<file path="src/rtl/adcsnap_pkg.sv">
// Shared types and constants for the ADC snapshot capture controller.
package adcsnap_pkg;

   localparam int unsigned CTRL_W = 32;
   localparam int unsigned STAT_W = 32;

   // Control register bit positions
   localparam int unsigned CTRL_ARM      = 0;
   localparam int unsigned CTRL_TRIG_NOW = 1;
   localparam int unsigned CTRL_VALID_EN = 2;

   // Status word bit positions (count occupies bits [ADDR_W:0])
   localparam int unsigned STAT_DONE  = 31;
   localparam int unsigned STAT_ARMED = 30;

   typedef enum logic [1:0] {
      IDLE    = 2'd0,
      ARMED   = 2'd1,
      CAPTURE = 2'd2,
      DONE    = 2'd3
   } state_t;

endpackage

</file>
<file path="src/rtl/adcsnap_edge_det.sv">
// Registered rising-edge detector.
// Ports:
//   clk, rst : clock and synchronous active-high reset
//   din      : level input
//   rise_c   : combinational pulse, high while din=1 and its previous sample was 0
module adcsnap_edge_det (
   input  logic clk,
   input  logic rst,
   input  logic din,
   output logic rise_c
);

   logic din_q;

   always_ff @(posedge clk) begin
      if (rst) din_q <= 1'b0;
      else     din_q <= din;
   end

   assign rise_c = din & ~din_q;

endmodule

</file>
<file path="src/rtl/adcsnap_capture_ctrl.sv">
// ADC snapshot capture controller: after a software arm and a trigger, writes
// 2^ADDR_W consecutive qualified samples into BRAM port A, then holds done.
// Ports:
//   clk, rst      : clock and synchronous active-high reset
//   din/din_valid : ADC sample stream
//   trig          : external level trigger
//   ctrl          : bit0 arm (rising edge), bit1 trig_now, bit2 valid_en
//   bram_*        : registered port A write interface (en mirrors we)
//   status        : bit31 done, bit30 armed, [ADDR_W:0] words written
//   done          : capture complete
module adcsnap_capture_ctrl
   import adcsnap_pkg::*;
#(
   parameter int unsigned DATA_W = 128,
   parameter int unsigned ADDR_W = 10
) (
   input  logic              clk,
   input  logic              rst,
   input  logic [DATA_W-1:0] din,
   input  logic              din_valid,
   input  logic              trig,
   input  logic [CTRL_W-1:0] ctrl,
   output logic              bram_we,
   output logic              bram_en_a,
   output logic [ADDR_W-1:0] bram_addr,
   output logic [DATA_W-1:0] bram_wr_data,
   output logic [STAT_W-1:0] status,
   output logic              done
);

   localparam int unsigned CNT_W = ADDR_W + 1;
   localparam logic [CNT_W-1:0] LAST_ADDR = {1'b0, {ADDR_W{1'b1}}};

   state_t            state_q, state_d;
   logic [CNT_W-1:0]  cnt_q, cnt_d;
   logic              we_d, done_d;
   logic [ADDR_W-1:0] addr_d;
   logic [DATA_W-1:0] data_d;
   logic [STAT_W-1:0] status_d;
   logic              arm_pulse;
   logic              qual_valid;
   logic              start;

   logic unused_ctrl;
   assign unused_ctrl = ^ctrl[CTRL_W-1:CTRL_VALID_EN+1];

   // Arm acts on the rising edge of ctrl[0] only
   adcsnap_edge_det u_arm_edge (
      .clk    (clk),
      .rst    (rst),
      .din    (ctrl[CTRL_ARM]),
      .rise_c (arm_pulse)
   );

   assign qual_valid = ctrl[CTRL_VALID_EN] ? din_valid : 1'b1;
   assign start      = (trig | ctrl[CTRL_TRIG_NOW]) & qual_valid;

   // State and registered outputs
   always_ff @(posedge clk) begin
      if (rst) begin
         state_q      <= IDLE;
         cnt_q        <= '0;
         bram_we      <= 1'b0;
         bram_en_a    <= 1'b0;
         bram_addr    <= '0;
         bram_wr_data <= '0;
         status       <= '0;
         done         <= 1'b0;
      end else begin
         state_q      <= state_d;
         cnt_q        <= cnt_d;
         bram_we      <= we_d;
         bram_en_a    <= we_d;
         bram_addr    <= addr_d;
         bram_wr_data <= data_d;
         status       <= status_d;
         done         <= done_d;
      end
   end

   // Next state, counter and write request; arm pre-empts every state
   always_comb begin
      state_d = state_q;
      cnt_d   = cnt_q;
      we_d    = 1'b0;
      addr_d  = bram_addr;
      data_d  = bram_wr_data;
      done_d  = done;

      if (arm_pulse) begin
         state_d = ARMED;
         cnt_d   = '0;
         done_d  = 1'b0;
      end else begin
         unique case (state_q)
            IDLE: ;
            ARMED: begin
               if (start) begin
                  we_d    = 1'b1;
                  addr_d  = cnt_q[ADDR_W-1:0];
                  data_d  = din;
                  cnt_d   = cnt_q + CNT_W'(1);
                  state_d = CAPTURE;
               end
            end
            CAPTURE: begin
               if (qual_valid) begin
                  we_d   = 1'b1;
                  addr_d = cnt_q[ADDR_W-1:0];
                  data_d = din;
                  cnt_d  = cnt_q + CNT_W'(1);
                  if (cnt_q == LAST_ADDR) state_d = DONE;
               end
            end
            DONE: done_d = 1'b1;
            default: state_d = IDLE;
         endcase
      end
   end

   // Status word tracks the registered state/counter/done
   always_comb begin
      status_d             = '0;
      status_d[STAT_DONE]  = done_d;
      status_d[STAT_ARMED] = (state_d == ARMED);
      status_d[ADDR_W:0]   = cnt_d;
   end

endmodule

</file>
<file path="config.mk">
export PLATFORM = sky130hd
export DESIGN_NAME = adcsnap_capture_ctrl
export DESIGN_NICKNAME = d
export VERILOG_FILES = /design/src/rtl/adcsnap_pkg.sv /design/src/rtl/adcsnap_edge_det.sv /design/src/rtl/adcsnap_capture_ctrl.sv
export SDC_FILE = /design/constraint.sdc
export NUM_CORES = 1
export LEC_CHECK = 0
export BUFFER_PORTS_ARGS = -buffer_cell sky130_fd_sc_hd__buf_2
export CORE_MARGIN = 10
export CORE_UTILIZATION = 25
export CTS_CLUSTER_SIZE = 20
export DETAILED_ROUTE_END_ITERATION = 10
export HOLD_SLACK_MARGIN = 0.02
export PLACE_DENSITY = 0.52
export SYNTH_ARGS = -nofsm -noshare
export SYNTH_HDL_FRONTEND = slang
export SYNTH_HIERARCHICAL = 1
export SYNTH_SLANG_ARGS = --single-unit
export TNS_END_PERCENT = 1
</file>
<file path="constraint.sdc">
create_clock -name clk -period 1.9 [get_ports clk]
set_clock_uncertainty 0.15 [all_clocks]
set_input_delay 0.095 -clock clk [delete_from_list [all_inputs] [get_ports clk]]
set_output_delay 0.095 -clock clk [all_outputs]
set_load 0.02 [all_outputs]
</file>
==> results.toml <==
[die]
io_pins = 337
die_width_um = 190.0
die_area_sq_mm = 0.03610
num_rows = 62
core_area_sq_mm = 0.02863
die_y_um = 190.0
start_util = 0.2524

[global_route]
grt_use_met2 = 0.2065
busiest_layer = "met2"
gr-usage-met1 = 0.1431
grt_pass1_wl_um = 36200
met3_usage = 0.04339
grt_pass1_vias = 6621
grt_max_degree = 151
grt_overflow = 0
track_usage = 0.1238
grt_antenna_before_repair = 0

[finish]
fill_cells = 2801
diodes = 0
fin_nets = 1334
final_layout_size_suffix_gt1_frac = 0.3314
fin_area_sq_mm = 0.01143
syn_to_final_growth_pct = 58.21

[routing]
num_vias = 6308
drt_drc_violations_left = 0
drt_iter0_markers = 151
viasPerCell = 4.041
dr.pass1.iters = 4
final_antenna_net_count = 0
wl_um = 23260
routedWlPerCell_um = 14.90

[clock_tree]
cts_buffers = 17
clock-sinks = 155
root_buffer = "clkbuf_16"
clkLatencyLatePin_ns = 0.43
path_clk_slew_ns = 0.07
cts_tree = "done"
cts_buffer_depth = 2
ctsHtreeMaxLevel = 4

[yosys]
synth-async-reset-ratio = 0
syn_avg_cell_area_sq_um = 9.937
netlist_area_sq_mm = 0.007224
yosysSeqAreaShare = 0.4295
ys_warn_count = 6
yosysUniqueCellTypes = 40
synth_flop_cell = "dfxtp_1"
yosys_register_bits = 155
synthCells = 727
synth_edf_count = 0

[power_and_ir_drop]
total_power_mw = 9.190
vdd_drop_max_uv = 498.3
leakage_nw = 4.989
power.density_mw_per_mm2 = 804.0

[worst_setup_path]
critPathKind = "reg -> reg"
cp.arrival_ns = 2.05
worstPathRequired_ns = 2.09
path_max_fanout = 8
end_kind = "flip-flop"
start_kind = "flip-flop"

[timing]
fin_crit_ns = 1.867
finalCritPeriodShare = 0.9828
maxSlewHeadroom = 0.6600
worst_pin_slew_ns = 0.5081
setup-violations-final = 0
rsz0062_at_grt = "true"
achievable-frequency_mhz = 535.5
slew_viol_final = 0
finalHoldWorstSlack_ns = 0.03647
hold_viol = 0

[placement]
hpwl_um = 15750
port_buffers = 288
place_area_sq_mm = 0.009268
gp_congestion = 0.7458

[flow_run]
max-cap-violations = 0

[status]
run_status = "complete, no violations"

[hold_path]
min_path_type = "in -> reg"
==> per-layer routing <==
| layer | share of wire | up-vias |
|---|---|---|
| li1 | - | 3225 |
| met1 | 0.42 | 2877 |
| met2 | 0.48 | 185 |
| met3 | 0.081 | 21 |
| met4 | 0.019 | 0 |
| met5 | 0 | - |
==> critical path, cell delays in order, from the launching register on <==
cell	delay, ns
dfxtp_2	0.34
inv_2	0.05
ha_4	0.24
a21o_1	0.19
nor3_4	0.15
buf_6	0.16
buf_12	0.13
buf_12	0.14
mux2i_1	0.21
==> final timing paths <==
path	startpoint	endpoint	slack (ns)	cells after the start
min	rst	u_arm_edge/din_q	0.04	3
min reg2reg	bram_wr_data[95]	bram_wr_data[95]	0.32	2
max reg2reg	state_q[0]	bram_wr_data[120]	0.03	8
max	state_q[0]	bram_wr_data[120]	0.03	8
==> layout by cell type (no fill, tap or decap), drive strengths merged, types with 3 or more instances in the layout <==
cell type and count:
clkbuf 26, nand2 11, nand3 4, nor3 3, buf 339, mux2i 138
nor2b 4, a21oi 6, nand2b 278, o21ai 7, a211oi 11, dlygate4sd3 129
conb 19, bufinv 4, ha 5, nor2 7, inv 5, o32ai 3
dfxtp 155
==> state kept, by name, summed over array words and instances (netlist names) <==
| name | flops |
|---|---|
| u_arm_edge/din_q | 1 |
| bram_en_a | 1 |
| bram_addr | 10 |
| bram_wr_data | 128 |
| state_q | 2 |
| status | 13 |
==> power breakdown <==
| part | total [mW] | internal (mW) | switching (mW) | leakage [nW] |
|---|---|---|---|---|
| Sequential | 3.56 | 3.46 | 0.100 | 1.26 |
| Combinational | 1.93 | 0.982 | 0.947 | 3.43 |
| Clock | 3.70 | 2.30 | 1.41 | 0.300 |
==> final cells by class <==
type	instances	area, sq um	area share
multi-input cells	516	3809	0.3332
repair buffers	470	3392	0.2968
flip-flops and latches	155	3110	0.2721
clock buffers	24	481.7	0.04215
well taps	384	480.5	0.04204
clock inverters	7	137.6	0.01204
inverters	5	18.77	0.001642
==> repair_timing <==
| action | 4_1_cts | 5_1_grt |
|---|---|---|
| endpoints found under the hold margin | 129 | 0 |
| cloned | 2 | 2 |
| pin swaps | 3 | 6 |
| resized for setup | 15 | 13 |
| setup endpoints to repair | 145 | 147 |
| setup buffers | 9 | 2 |
| hold buffers | 129 | 0 |
==> through the flow <==
step | cells | TNS (ns) | util | setup slack, ns
2_1_floorplan | 745 | -2.231 | - | -0.01868
6_report | 1561 | 0 | 0.3993 | 0.03259
4_1_cts | 1560 | -1.403 | 0.3968 | -0.06436
5_1_grt | 1561 | -1.870 | 0.3993 | -0.06430
3_5_place_dp | 1389 | -3.050 | 0.3238 | -0.09785
3_3_place_gp | 1389 | -0.5764 | 0.3238 | -0.08522
==> kinds of logic (layout without fill, tap and decap cells) <==
group	Yosys count	in the layout	share of synthesized area
fa+ha+maj	5	5	0.008660
simple gates	319	319	0.2754
mux	138	138	0.1912
buf+inv	74	506	0.05923
other cells	1	19	0.0005191
compound gates	35	35	0.03551
flops	155	155	0.4295
==> cells in the mapped netlist, drive strengths merged, types with 2 or more instances <==
library cell / number / area [sq um]
or2: 2 / 12.52
nand3: 4 / 20.02
nand2b: 278 / 1739
o32ai: 3 / 26.28
clkbuf: 30 / 112.6
nand4: 2 / 18.77
or3: 2 / 12.51
ha: 5 / 62.56
nor3: 3 / 26.28
nand2: 11 / 41.29
and4: 2 / 20.02
a211oi: 11 / 87.58
buf: 39 / 296.5
inv: 5 / 18.77
nor2b: 4 / 40.04
o21ai: 7 / 35.03
nor4: 2 / 12.51
nor2: 7 / 26.28
a21oi: 6 / 30.03
mux2i: 138 / 1381
dfxtp: 155 / 3103
(Power assumes the default switching activity.)
